==> src/rtl/fifo_sync_param_if.sv <==
// Handshake and status bundle between a FIFO owner (master) and the FIFO itself (slave).
// Widths follow the DATA_W/DEPTH of the FIFO it is bound to.
interface fifo_sync_param_if #(
    parameter int DATA_W = 8,
    parameter int DEPTH  = 16
);
    localparam int CW = $clog2(DEPTH + 1);

    logic [DATA_W-1:0] wdata;
    logic              i_wreq;
    logic              i_rreq;
    logic              i_clr_err;
    logic [DATA_W-1:0] rdata;
    logic              rdata_valid;
    logic              fifo_isfull;
    logic              fifo_isempty;
    logic              fifo_almost_full;
    logic              fifo_almost_empty;
    logic [CW-1:0]     fifo_count;
    logic              o_overflow;
    logic              o_underflow;

    modport master (
        output wdata, i_wreq, i_rreq, i_clr_err,
        input  rdata, rdata_valid, fifo_isfull, fifo_isempty,
               fifo_almost_full, fifo_almost_empty, fifo_count,
               o_overflow, o_underflow
    );

    modport slave (
        input  wdata, i_wreq, i_rreq, i_clr_err,
        output rdata, rdata_valid, fifo_isfull, fifo_isempty,
               fifo_almost_full, fifo_almost_empty, fifo_count,
               o_overflow, o_underflow
    );
endinterface

==> src/rtl/fifo_sync_param.sv <==
// Parametrised single-clock FIFO with occupancy, almost-full/empty thresholds and sticky errors.
// Latency: 1 cycle registered read (FWFT=0) or head word shown combinationally (FWFT=1).
// Backpressure: writes rejected when full unless a read is accepted the same cycle; reads rejected when empty.
module fifo_sync_param #(
    parameter int DATA_W   = 8,
    parameter int DEPTH    = 16,
    parameter int AF_LEVEL = DEPTH - 2,
    parameter int AE_LEVEL = 2,
    parameter int FWFT     = 0
) (
    input  logic             clk,
    input  logic             reset,
    fifo_sync_param_if.slave bus
);
    localparam int AW = $clog2(DEPTH);
    localparam int CW = $clog2(DEPTH + 1);
    localparam logic [CW-1:0] FULL_CNT = CW'(DEPTH);
    localparam logic [CW-1:0] AF_CNT   = CW'(AF_LEVEL);
    localparam logic [CW-1:0] AE_CNT   = CW'(AE_LEVEL);

    logic [DATA_W-1:0] mem [DEPTH];
    logic [AW-1:0]     wr_ptr;
    logic [AW-1:0]     rd_ptr;
    logic [CW-1:0]     count;
    logic              ovf_q;
    logic              unf_q;
    logic              is_full;
    logic              is_empty;
    logic              rd_acc;
    logic              wr_acc;

    assign is_empty = (count == '0);
    assign is_full  = (count == FULL_CNT);
    assign rd_acc   = bus.i_rreq & ~is_empty;
    // A full FIFO can still take a write when a slot is freed in the same cycle.
    assign wr_acc   = bus.i_wreq & (~is_full | rd_acc);

    assign bus.fifo_isempty      = is_empty;
    assign bus.fifo_isfull       = is_full;
    assign bus.fifo_almost_full  = (count >= AF_CNT);
    assign bus.fifo_almost_empty = (count <= AE_CNT);
    assign bus.fifo_count        = count;
    assign bus.o_overflow        = ovf_q;
    assign bus.o_underflow       = unf_q;

    always_ff @(posedge clk) begin
        if (reset) begin
            wr_ptr <= '0;
            rd_ptr <= '0;
            count  <= '0;
        end else begin
            if (wr_acc) wr_ptr <= wr_ptr + 1'b1;
            if (rd_acc) rd_ptr <= rd_ptr + 1'b1;
            case ({wr_acc, rd_acc})
                2'b10:   count <= count + 1'b1;
                2'b01:   count <= count - 1'b1;
                default: count <= count;
            endcase
        end
    end

    // Storage is deliberately left unreset.
    always_ff @(posedge clk) begin
        if (wr_acc && !reset) mem[wr_ptr] <= bus.wdata;
    end

    // Set wins over clear so an error in the clearing cycle is not lost.
    always_ff @(posedge clk) begin
        if (reset) begin
            ovf_q <= 1'b0;
            unf_q <= 1'b0;
        end else begin
            if (bus.i_wreq && !wr_acc) ovf_q <= 1'b1;
            else if (bus.i_clr_err)    ovf_q <= 1'b0;
            if (bus.i_rreq && !rd_acc) unf_q <= 1'b1;
            else if (bus.i_clr_err)    unf_q <= 1'b0;
        end
    end

    generate
        if (FWFT != 0) begin : g_fwft
            assign bus.rdata       = is_empty ? '0 : mem[rd_ptr];
            assign bus.rdata_valid = ~is_empty;
        end else begin : g_reg
            logic [DATA_W-1:0] rdata_q;
            logic              rvld_q;

            always_ff @(posedge clk) begin
                if (reset) begin
                    rdata_q <= '0;
                    rvld_q  <= 1'b0;
                end else begin
                    rvld_q <= rd_acc;
                    if (rd_acc) rdata_q <= mem[rd_ptr];
                end
            end

            assign bus.rdata       = rdata_q;
            assign bus.rdata_valid = rvld_q;
        end
    endgenerate
endmodule

==> src/flat_wrapper.sv <==
// flat-port wrapper written by rule: the top's interface ports become plain ports
module fifo_sync_param_flat 
#(
    parameter int DATA_W   = 8,
    parameter int DEPTH    = 16,
    parameter int AF_LEVEL = DEPTH - 2,
    parameter int AE_LEVEL = 2,
    parameter int FWFT     = 0
)
  (clk, reset, bus_wdata, bus_i_wreq, bus_i_rreq, bus_i_clr_err, bus_rdata, bus_rdata_valid, bus_fifo_isfull, bus_fifo_isempty, bus_fifo_almost_full, bus_fifo_almost_empty, bus_fifo_count, bus_o_overflow, bus_o_underflow);
  fifo_sync_param_if #(.DATA_W(DATA_W), .DEPTH(DEPTH)) bus_i ();
  input  logic clk;
  input  logic reset;
  input wire logic [$bits(bus_i.wdata)-1:0] bus_wdata;
  input wire logic [$bits(bus_i.i_wreq)-1:0] bus_i_wreq;
  input wire logic [$bits(bus_i.i_rreq)-1:0] bus_i_rreq;
  input wire logic [$bits(bus_i.i_clr_err)-1:0] bus_i_clr_err;
  output wire logic [$bits(bus_i.rdata)-1:0] bus_rdata;
  output wire logic [$bits(bus_i.rdata_valid)-1:0] bus_rdata_valid;
  output wire logic [$bits(bus_i.fifo_isfull)-1:0] bus_fifo_isfull;
  output wire logic [$bits(bus_i.fifo_isempty)-1:0] bus_fifo_isempty;
  output wire logic [$bits(bus_i.fifo_almost_full)-1:0] bus_fifo_almost_full;
  output wire logic [$bits(bus_i.fifo_almost_empty)-1:0] bus_fifo_almost_empty;
  output wire logic [$bits(bus_i.fifo_count)-1:0] bus_fifo_count;
  output wire logic [$bits(bus_i.o_overflow)-1:0] bus_o_overflow;
  output wire logic [$bits(bus_i.o_underflow)-1:0] bus_o_underflow;
  assign bus_i.wdata = bus_wdata;
  assign bus_i.i_wreq = bus_i_wreq;
  assign bus_i.i_rreq = bus_i_rreq;
  assign bus_i.i_clr_err = bus_i_clr_err;
  assign bus_rdata = bus_i.rdata;
  assign bus_rdata_valid = bus_i.rdata_valid;
  assign bus_fifo_isfull = bus_i.fifo_isfull;
  assign bus_fifo_isempty = bus_i.fifo_isempty;
  assign bus_fifo_almost_full = bus_i.fifo_almost_full;
  assign bus_fifo_almost_empty = bus_i.fifo_almost_empty;
  assign bus_fifo_count = bus_i.fifo_count;
  assign bus_o_overflow = bus_i.o_overflow;
  assign bus_o_underflow = bus_i.o_underflow;
  fifo_sync_param #(.DATA_W(DATA_W), .DEPTH(DEPTH), .AF_LEVEL(AF_LEVEL), .AE_LEVEL(AE_LEVEL), .FWFT(FWFT)) u_core (.clk(clk), .reset(reset), .bus(bus_i));
endmodule
==> config.mk <==
export PLATFORM = sky130hd
export DESIGN_NAME = fifo_sync_param_flat
export DESIGN_NICKNAME = d
export VERILOG_FILES = /design/src/rtl/fifo_sync_param_if.sv /design/src/rtl/fifo_sync_param.sv /design/src/flat_wrapper.sv
export SDC_FILE = /design/constraint.sdc
export NUM_CORES = 1
export LEC_CHECK = 0
export ABC_AREA = 1
export CAP_MARGIN = 20
export CORE_AREA = 2 2 114 116
export CTS_CLUSTER_DIAMETER = 60
export CTS_CLUSTER_SIZE = 8
export DETAILED_ROUTE_END_ITERATION = 6
export DIE_AREA = 0 0 116 118
export GPL_TIMING_DRIVEN = 0
export PLACE_DENSITY = 0.73
export SLEW_MARGIN = 20
export SYNTH_ARGS = -nofsm -noshare
export SYNTH_HDL_FRONTEND = slang
export SYNTH_SLANG_ARGS = --single-unit
==> constraint.sdc <==
create_clock -name clk -period 5.7 [get_ports clk]
set_input_delay 0.855 -clock clk [delete_from_list [all_inputs] [get_ports clk]]
set_output_delay 0.855 -clock clk [all_outputs]
set_load 0.1 [all_outputs]
==> results of run 1 <==
==> through the flow <==
step | worst slack (ps) | utilization
after global routing | 2300 | 0.636
after CTS | 2420 | 0.636
after floorplan | 2380 | -
after detailed placement | 2690 | 0.583
final | 2440 | 0.636
after global placement | 2760 | 0.583
==> state kept, by name, summed over array words and instances, names as in the netlist <==
signal                  flops
u_core.bus.fifo_count       5
u_core.bus.o_overflow       1
u_core.bus.o_underflow      1
u_core.bus.rdata            8
u_core.bus.rdata_valid      1
u_core.mem                128
u_core.rd_ptr               4
u_core.wr_ptr               4
==> cell usage in the layout, fill, tap and decap left out, drive strengths merged <==
master,count
nand2,194
edfxtp,128
nand3,103
inv,90
nor2,65
clkdlybuf4s50,32
dfxtp,24
clkbuf,23
buf,23
o21ai,17
a21oi,11
clkinv,9
ha,8
bufinv,6
xor2,3
clkinvlp,2
o21bai,1
fa,1
==> layout make-up <==
class                   instances  share of cell area
clock buffers                  17              0.0539
multi-input cells             403               0.232
clock inverters                15              0.0293
flip-flops and latches        152               0.548
plain buffers                  29              0.0252
repair buffers                 32              0.0406
inverters                      92              0.0438
well taps                     172              0.0273
==> worst min-delay path, delay by kind of cell, from the launching register on <==
family,cells,cell delay [ps]
flops,1,310
simple gates,1,60
compound gates,1,60
==> per-layer routing <==
metal | routed length (µm) | up-vias | part of all wire
met2 | 7710 | 192 | 0.49
met1 | 6200 | 2283 | 0.40
met5 | 0 | - | 0
li1 | - | 2301 | -
met4 | 461 | 0 | 0.029
met3 | 1270 | 34 | 0.081
==> Yosys cell counts, drive strengths merged <==
library cell,count
xor2,3
nand2,194
clkbuf,6
edfxtp,128
o21bai,1
nand3,103
dfxtp,24
a21oi,11
buf,23
ha,8
inv,90
o21ai,17
nor2,65
fa,1
clkinv,2
==> how the worst max path moves through the flow <==
stage                     slack, ps                       end                      from  cells past startpoint
final                          2440           bus_fifo_isfull  u_core.bus.fifo_count[0]                      4
after CTS                      2420           bus_fifo_isfull  u_core.bus.fifo_count[0]                      4
after global routing           2300           bus_fifo_isfull  u_core.bus.fifo_count[0]                      4
after detailed placement       2690  u_core.bus.fifo_count[4]                bus_i_rreq                     12
after global placement         2760  u_core.bus.fifo_count[4]                bus_i_rreq                     14
after floorplan                2380     bus_fifo_almost_empty  u_core.bus.fifo_count[2]                      3
==> logic make-up after synthesis <==
group,share of synthesized area
AOI/OAI and AO/OA,0.0232
xor gates and xnor gates,0.00392
adders and majority gates,0.0179
buffers and inverters,0.0813
DFF,0.646
and+or+nand+nor,0.228
==> power breakdown <==
group          internal (mW)  leakage, nW  total, mW  switching (mW)
sequential              1.26         1.35       1.30          0.0451
clock                  0.813        0.317       1.25           0.433
combinational          0.311         1.62       1.14           0.827
==> flow_summary.html, run 1 <==
<table>
<tr><th>Metric</th><th>Value</th></tr>
<tr><th colspan="2">Outcome</th></tr>
<tr><td>Result of the run</td><td>finished, final reports clean</td></tr>
<tr><th colspan="2">Clocking</th></tr>
<tr><td>Clock-pin slew reported for the worst setup and hold paths after clock tree synthesis</td><td>about 60 ps</td></tr>
<tr><td>Clock latency reported for the late side of the worst-skew pair</td><td>around 440 ps</td></tr>
<tr><td>Post-CTS Setup Repair Bufs</td><td>0</td></tr>
<tr><td>Root Driver</td><td>clkbuf_16</td></tr>
<tr><td>Level count of the clock H-tree</td><td>4</td></tr>
<tr><td>Hold buffer count at cts</td><td>0</td></tr>
<tr><td>Clock buffers created by TritonCTS</td><td>17</td></tr>
<tr><td>Maximum buffer depth of the clock tree</td><td>2</td></tr>
<tr><td>Number of instances resized during post-cts repair</td><td>0</td></tr>
<tr><td>Clock tree sinks</td><td>roughly 150</td></tr>
<tr><td>TritonCTS clock tree</td><td>done</td></tr>
<tr><th colspan="2">Final layout</th></tr>
<tr><td>Final antenna diode count</td><td>0</td></tr>
<tr><td>Finished Cell Area</td><td>0.00789 mm²</td></tr>
<tr><td>Area occupied by multi-input gates</td><td>roughly 0.0018 mm²</td></tr>
<tr><td>Layout area overhead</td><td>17.8%</td></tr>
<tr><td>Register cell area after layout</td><td>about 0.0043 mm²</td></tr>
<tr><td>Final Non-Filler Cells</td><td>a little over 900</td></tr>
<tr><td>Fraction of final layout cells sized beyond drive strength 1</td><td>0.0905</td></tr>
<tr><td>Number of fill cells in the layout</td><td>1000</td></tr>
<tr><td>Net count, final</td><td>between 700 and 800</td></tr>
<tr><th colspan="2">STA</th></tr>
<tr><td>Total count of max-transition violations in the final report</td><td>0</td></tr>
<tr><td>RSZ-0062 raised after global routing</td><td>no</td></tr>
<tr><td>Worst-margin pin slew</td><td>985 ps</td></tr>
<tr><td>Final Hold Violating Endpoints</td><td>0</td></tr>
<tr><td>Ratio of final minimum period to clock period</td><td>0.572</td></tr>
<tr><td>Max-slew headroom at the worst pin</td><td>0.341</td></tr>
<tr><td>Final number of setup-violating endpoints</td><td>0</td></tr>
<tr><td>Time the final worst path needs with I/O delays and setup</td><td>3260 ps</td></tr>
<tr><td>Tightest hold margin</td><td>between 400 and 500 ps</td></tr>
<tr><td>Fmax</td><td>~310 MHz</td></tr>
<tr><td>Summed negative setup slack over all endpoints</td><td>0 ps</td></tr>
<tr><td>Max Clock Skew</td><td>around 9.7 ps</td></tr>
<tr><th colspan="2">Routing</th></tr>
<tr><td>Vias after detailed routing</td><td>between 4000 and 5000</td></tr>
<tr><td>Detail Route Antenna Nets</td><td>0</td></tr>
<tr><td>Routed wire length</td><td>between 15000 and 20000 µm</td></tr>
<tr><td>Detailed Route Iter0 Violations</td><td>430</td></tr>
<tr><td>Vias per std cell</td><td>between 5 and 6</td></tr>
<tr><td>Number of optimization iterations in the first detailed-route pass</td><td>6</td></tr>
<tr><td>Remaining design rule violation count</td><td>0</td></tr>
<tr><td>Average wire per cell in the routed design</td><td>17.2 µm</td></tr>
<tr><th colspan="2">Run</th></tr>
<tr><td>Number of violations of the max-capacitance limit</td><td>0</td></tr>
<tr><th colspan="2">Logic synthesis</th></tr>
<tr><td>Netlist Area Pre-Place</td><td>~0.0067 mm²</td></tr>
<tr><td>Number of flip-flops and latches in the synthesized netlist</td><td>approximately 150</td></tr>
<tr><td>Area contributors post-synth</td><td>edfxtp_1, nand2_1, nand3_1, dfxtp_1, inv_1</td></tr>
<tr><td>Synth cell types</td><td>25</td></tr>
<tr><td>Post-synthesis cell type with the largest combined area</td><td>edfxtp_1</td></tr>
<tr><td>Yosys synthesis warning count</td><td>0</td></tr>
<tr><td>Mapped Nets</td><td>approximately 700</td></tr>
<tr><td>Synthesized area per cell</td><td>slightly below 10 µm²</td></tr>
<tr><td>Share of the synthesized area in the top cell type</td><td>0.574</td></tr>
<tr><td>Syn Inst Count</td><td>slightly below 700</td></tr>
<tr><td>Seq/Total Area, Yosys</td><td>0.646</td></tr>
<tr><th colspan="2">Worst setup path</th></tr>
<tr><td>Critical-path cell list</td><td>nor2_2, nand3_1, inv_1, clkdlybuf4s50_1</td></tr>
<tr><td>Critical Path Fanout Max</td><td>7</td></tr>
<tr><td>Critical Path Slowest Stage Cell</td><td>clkdlybuf4s50_1</td></tr>
<tr><td>Arr. time, crit path</td><td>around 2400 ps</td></tr>
<tr><td>Top Family by Delay on Critical Path</td><td>buffers and inverters</td></tr>
<tr><td>Capture instance of the worst register-to-register path</td><td>u_core.bus.fifo_count[4]</td></tr>
<tr><td>Worst r2r src</td><td>u_core.bus.fifo_count[0]</td></tr>
<tr><td>FF-to-FF path depth</td><td>13</td></tr>
<tr><td>Setup slack of the worst register-to-register path</td><td>roughly 3400 ps</td></tr>
<tr><td>Delay of the slowest cell on the worst path</td><td>around 1100 ps</td></tr>
<tr><td>CP endpoint kind</td><td>output port</td></tr>
<tr><td>Bufs and invs on worst path</td><td>2</td></tr>
<tr><td>Worst path required time</td><td>between 4000 and 5000 ps</td></tr>
<tr><td>Startpoint type of the worst setup path</td><td>flip-flop</td></tr>
<tr><td>Critical Setup Path Class</td><td>reg -&gt; out</td></tr>
<tr><th colspan="2">Floorplanning</th></tr>
<tr><td>I/O Pins</td><td>33</td></tr>
<tr><td>Die width</td><td>116 µm</td></tr>
<tr><td>Placement row count</td><td>41</td></tr>
<tr><td>Core region area</td><td>0.0124 mm²</td></tr>
<tr><td>Die footprint</td><td>roughly 0.014 mm²</td></tr>
<tr><td>Effective utilization at floorplan</td><td>0.540</td></tr>
<tr><td>Die Y</td><td>about 120 µm</td></tr>
<tr><th colspan="2">Pwr</th></tr>
<tr><td>Static Leakage</td><td>roughly 3.3 nW</td></tr>
<tr><td>IR drop worst, VDD</td><td>~360 µV</td></tr>
<tr><td>PwrDens</td><td>between 400 and 500 mW/mm²</td></tr>
<tr><td>Total power</td><td>about 3.7 mW</td></tr>
<tr><th colspan="2">Global route</th></tr>
<tr><td>Global-route wire length before repair</td><td>around 24000 µm</td></tr>
<tr><td>Overflow left after global routing</td><td>0</td></tr>
<tr><td>Number of global-route vias before repair</td><td>4715</td></tr>
<tr><td>Maximum number of pins on one net before global-route repair</td><td>17</td></tr>
<tr><td>Number of antenna violations at the first check in global routing</td><td>0</td></tr>
<tr><td>GRT met3 Usage</td><td>0.0582</td></tr>
<tr><td>Overall global routing resource usage</td><td>0.244</td></tr>
<tr><td>Most Crowded Layer GR</td><td>met2</td></tr>
<tr><td>M1 GR Usage</td><td>0.317</td></tr>
<tr><td>Met2 capacity usage during global routing</td><td>0.389</td></tr>
<tr><th colspan="2">Place</th></tr>
<tr><td>Routability congestion estimate</td><td>roughly 0.94</td></tr>
<tr><td>Area of placed instances</td><td>just over 0.007 mm²</td></tr>
<tr><td>Count of buffers from port buffering</td><td>32</td></tr>
<tr><td>Number of placed cells counting well taps</td><td>between 800 and 900</td></tr>
<tr><td>DP Wirelength</td><td>between 10000 and 15000 µm</td></tr>
<tr><th colspan="2">Worst hold path</th></tr>
<tr><td>Hold Crit Endpoint</td><td>u_core.bus.o_overflow</td></tr>
<tr><td>Hold-critical path depth</td><td>2</td></tr>
<tr><td>Worst hold path type</td><td>reg -&gt; reg</td></tr>
<tr><td>Min-delay src</td><td>u_core.bus.o_overflow</td></tr>
</table>
Note: power is estimated with default switching activity, not from simulation.
==> run 2, diff against run 1 <==
==> constraint.sdc (replaced) <==
create_clock -name clk -period 3.3 [get_ports clk]
set_input_delay 0.495 -clock clk [delete_from_list [all_inputs] [get_ports clk]]
set_output_delay 0.495 -clock clk [all_outputs]
set_load 0.1 [all_outputs]
==> results of run 2 <==
The final DEF is identical to that of run 1. Status: finished, final reports clean.
Main changes from that run: setup slack after placement 2690 ps -> 654 ps; setup slack after layout 2440 ps -> 399 ps; register-to-register setup slack 3400 ps -> 1000 ps; total power 3.68 mW -> 6.36 mW; worst IR drop on VDD 365 µV -> 630 µV
==> patch: new RTL, settings of run 1 <==
`DEPTH` is set to 16 in 3 places; all go to 8.
--- a/src/rtl/fifo_sync_param_if.sv
+++ b/src/rtl/fifo_sync_param_if.sv
@@ -2,7 +2,7 @@
 // Widths follow the DATA_W/DEPTH of the FIFO it is bound to.
 interface fifo_sync_param_if #(
     parameter int DATA_W = 8,
-    parameter int DEPTH  = 16
+    parameter int DEPTH  = 8
 );
     localparam int CW = $clog2(DEPTH + 1);
 
--- a/src/rtl/fifo_sync_param.sv
+++ b/src/rtl/fifo_sync_param.sv
@@ -3,7 +3,7 @@
 // Backpressure: writes rejected when full unless a read is accepted the same cycle; reads rejected when empty.
 module fifo_sync_param #(
     parameter int DATA_W   = 8,
-    parameter int DEPTH    = 16,
+    parameter int DEPTH    = 8,
     parameter int AF_LEVEL = DEPTH - 2,
     parameter int AE_LEVEL = 2,
     parameter int FWFT     = 0
--- a/src/flat_wrapper.sv
+++ b/src/flat_wrapper.sv
@@ -2,7 +2,7 @@
 module fifo_sync_param_flat 
 #(
     parameter int DATA_W   = 8,
-    parameter int DEPTH    = 16,
+    parameter int DEPTH    = 8,
     parameter int AF_LEVEL = DEPTH - 2,
     parameter int AE_LEVEL = 2,
     parameter int FWFT     = 0
Interface: changed (resized bus_fifo_count); port bits go from 33 to 32. The function was not compared with the original's and may differ.
==> patch against run 1 <==
- sequential cell count shrank 67
- first-iteration DRC count fell by 53%
- routed wire length shrank 47%
- total power shrank 39%
- setup slack better by 0.053 ns
- design area shrank 41%
- via count down 43%
- synthesized area is 43% lower
- highest routed layer unchanged
==> patch: results (changes against run 1) <==
- The combinational cell fraction of total power is 0.413 (was 0.309).
- The number of placed instances, taps included is 586 (was 880).
- The sequential element share of the synthesized area is 0.611 (was 0.646).
- The combinational group power was 934 uW (was 1.14 mW).
- The HPWL reported at the end of detailed placement is 5.67 mm (was 10.5 mm).
- The worst reg-to-reg path cell count was 12 (was 13).
- The startpoint of the worst setup timing path is u_core.bus.fifo_count[3]$_SDFFE_PP0P_ (was u_core.bus.fifo_count[0]$_SDFFE_PP0P_).
- The routed length on met1 is 3.40 mm (was 6.20 mm).
- The overall via count from detail_route is 2,725 (was 4,810).
- The fraction of met2 tracks used by global routing is 0.211 (was 0.389).
- The post-synthesis xor/xnor area fraction came to 0.00457 (was 0.00392).
- The data arrival time of the critical path is 2.35 ns (was 2.41 ns).
- The compound-gate portion of the synthesized area is 0.0437 (was 0.0232).
- The worst slack at placement is 2.67 ns (was 2.69 ns).
- The CTS buffer count is 9 (was 17).
- The proportion of power drawn by the clock network is 0.252 (was 0.338).
- The post-synth net total is 402 (was 698).
- The number of buffers added on ports is 31 (was 32).
- Synth top area cells: sky130_fd_sc_hd__edfxtp_1 (50%), sky130_fd_sc_hd__dfxtp_1 (11%), sky130_fd_sc_hd__nand2_1 (9.7%) (was sky130_fd_sc_hd__edfxtp_1 (57%), sky130_fd_sc_hd__nand2_1 (11%), sky130_fd_sc_hd__nand3_1 (7.5%)).
- The maximum cell stage delay along the critical path came to 1.18 ns (was 1.13 ns).
- Outcome: finished clean (unchanged).
- The detailed route wirelength on metal2 came to 4.24 mm (was 7.71 mm).
- The met3 demand-to-capacity share in global routing was 0.0252 (was 0.0582).
- The worst reg2reg path endpoint is u_core.bus.fifo_count[3]$_SDFFE_PP0P_ (was u_core.bus.fifo_count[4]$_SDFFE_PP0P_).
- The number of flip-flops in the largest register is 64 (was 128).
- The critical register-to-register path startpoint is u_core.bus.fifo_count[2]$_SDFFE_PP0P_ (was u_core.bus.fifo_count[0]$_SDFFE_PP0P_).
- The routed wire length on met3 is 476 um (was 1.27 mm).
[patch: changes by cell type after synthesis, moves of 3 or more]
cell,delta
sky130_fd_sc_hd__nand2_1,-93
sky130_fd_sc_hd__edfxtp_1,-64
sky130_fd_sc_hd__nor2_1,-54
sky130_fd_sc_hd__nand3_1,-49
sky130_fd_sc_hd__inv_1,-23
sky130_fd_sc_hd__buf_2,-9
sky130_fd_sc_hd__nand2_2,+8
sky130_fd_sc_hd__a21oi_2,+6
sky130_fd_sc_hd__clkbuf_1,-6
sky130_fd_sc_hd__o21ai_0,-5
sky130_fd_sc_hd__buf_6,-3
sky130_fd_sc_hd__dfxtp_1,-3
sky130_fd_sc_hd__ha_1,-3
[patch: how the worst min path moves through the flow]
stage | startpoint | end | slack, ns
after floorplan | u_core.wr_ptr[2]$_SDFFE_PP0P_ | u_core.wr_ptr[2]$_SDFFE_PP0P_ | 0.49
after global placement | u_core.bus.o_underflow$_SDFFE_PP0P_ | u_core.bus.o_underflow$_SDFFE_PP0P_ | 0.46
after detailed placement | u_core.bus.o_underflow$_SDFFE_PP0P_ | u_core.bus.o_underflow$_SDFFE_PP0P_ | 0.46
after CTS | u_core.bus.o_underflow$_SDFFE_PP0P_ | u_core.bus.o_underflow$_SDFFE_PP0P_ | 0.47
after global routing | u_core.bus.o_underflow$_SDFFE_PP0P_ | u_core.bus.o_underflow$_SDFFE_PP0P_ | 0.49
final | u_core.bus.o_underflow$_SDFFE_PP0P_ | u_core.bus.o_underflow$_SDFFE_PP0P_ | 0.47
[patch: cell type report]
class | instances | area (um2)
buffer | 13 | 120
clock buffer | 14 | 254
clock inverter | 2 | 35.0
fill | 1197 | 7760
inverter | 69 | 274
multi-input combinational | 216 | 1110
sequential | 85 | 2340
tap | 172 | 215
timing repair buffer | 31 | 310
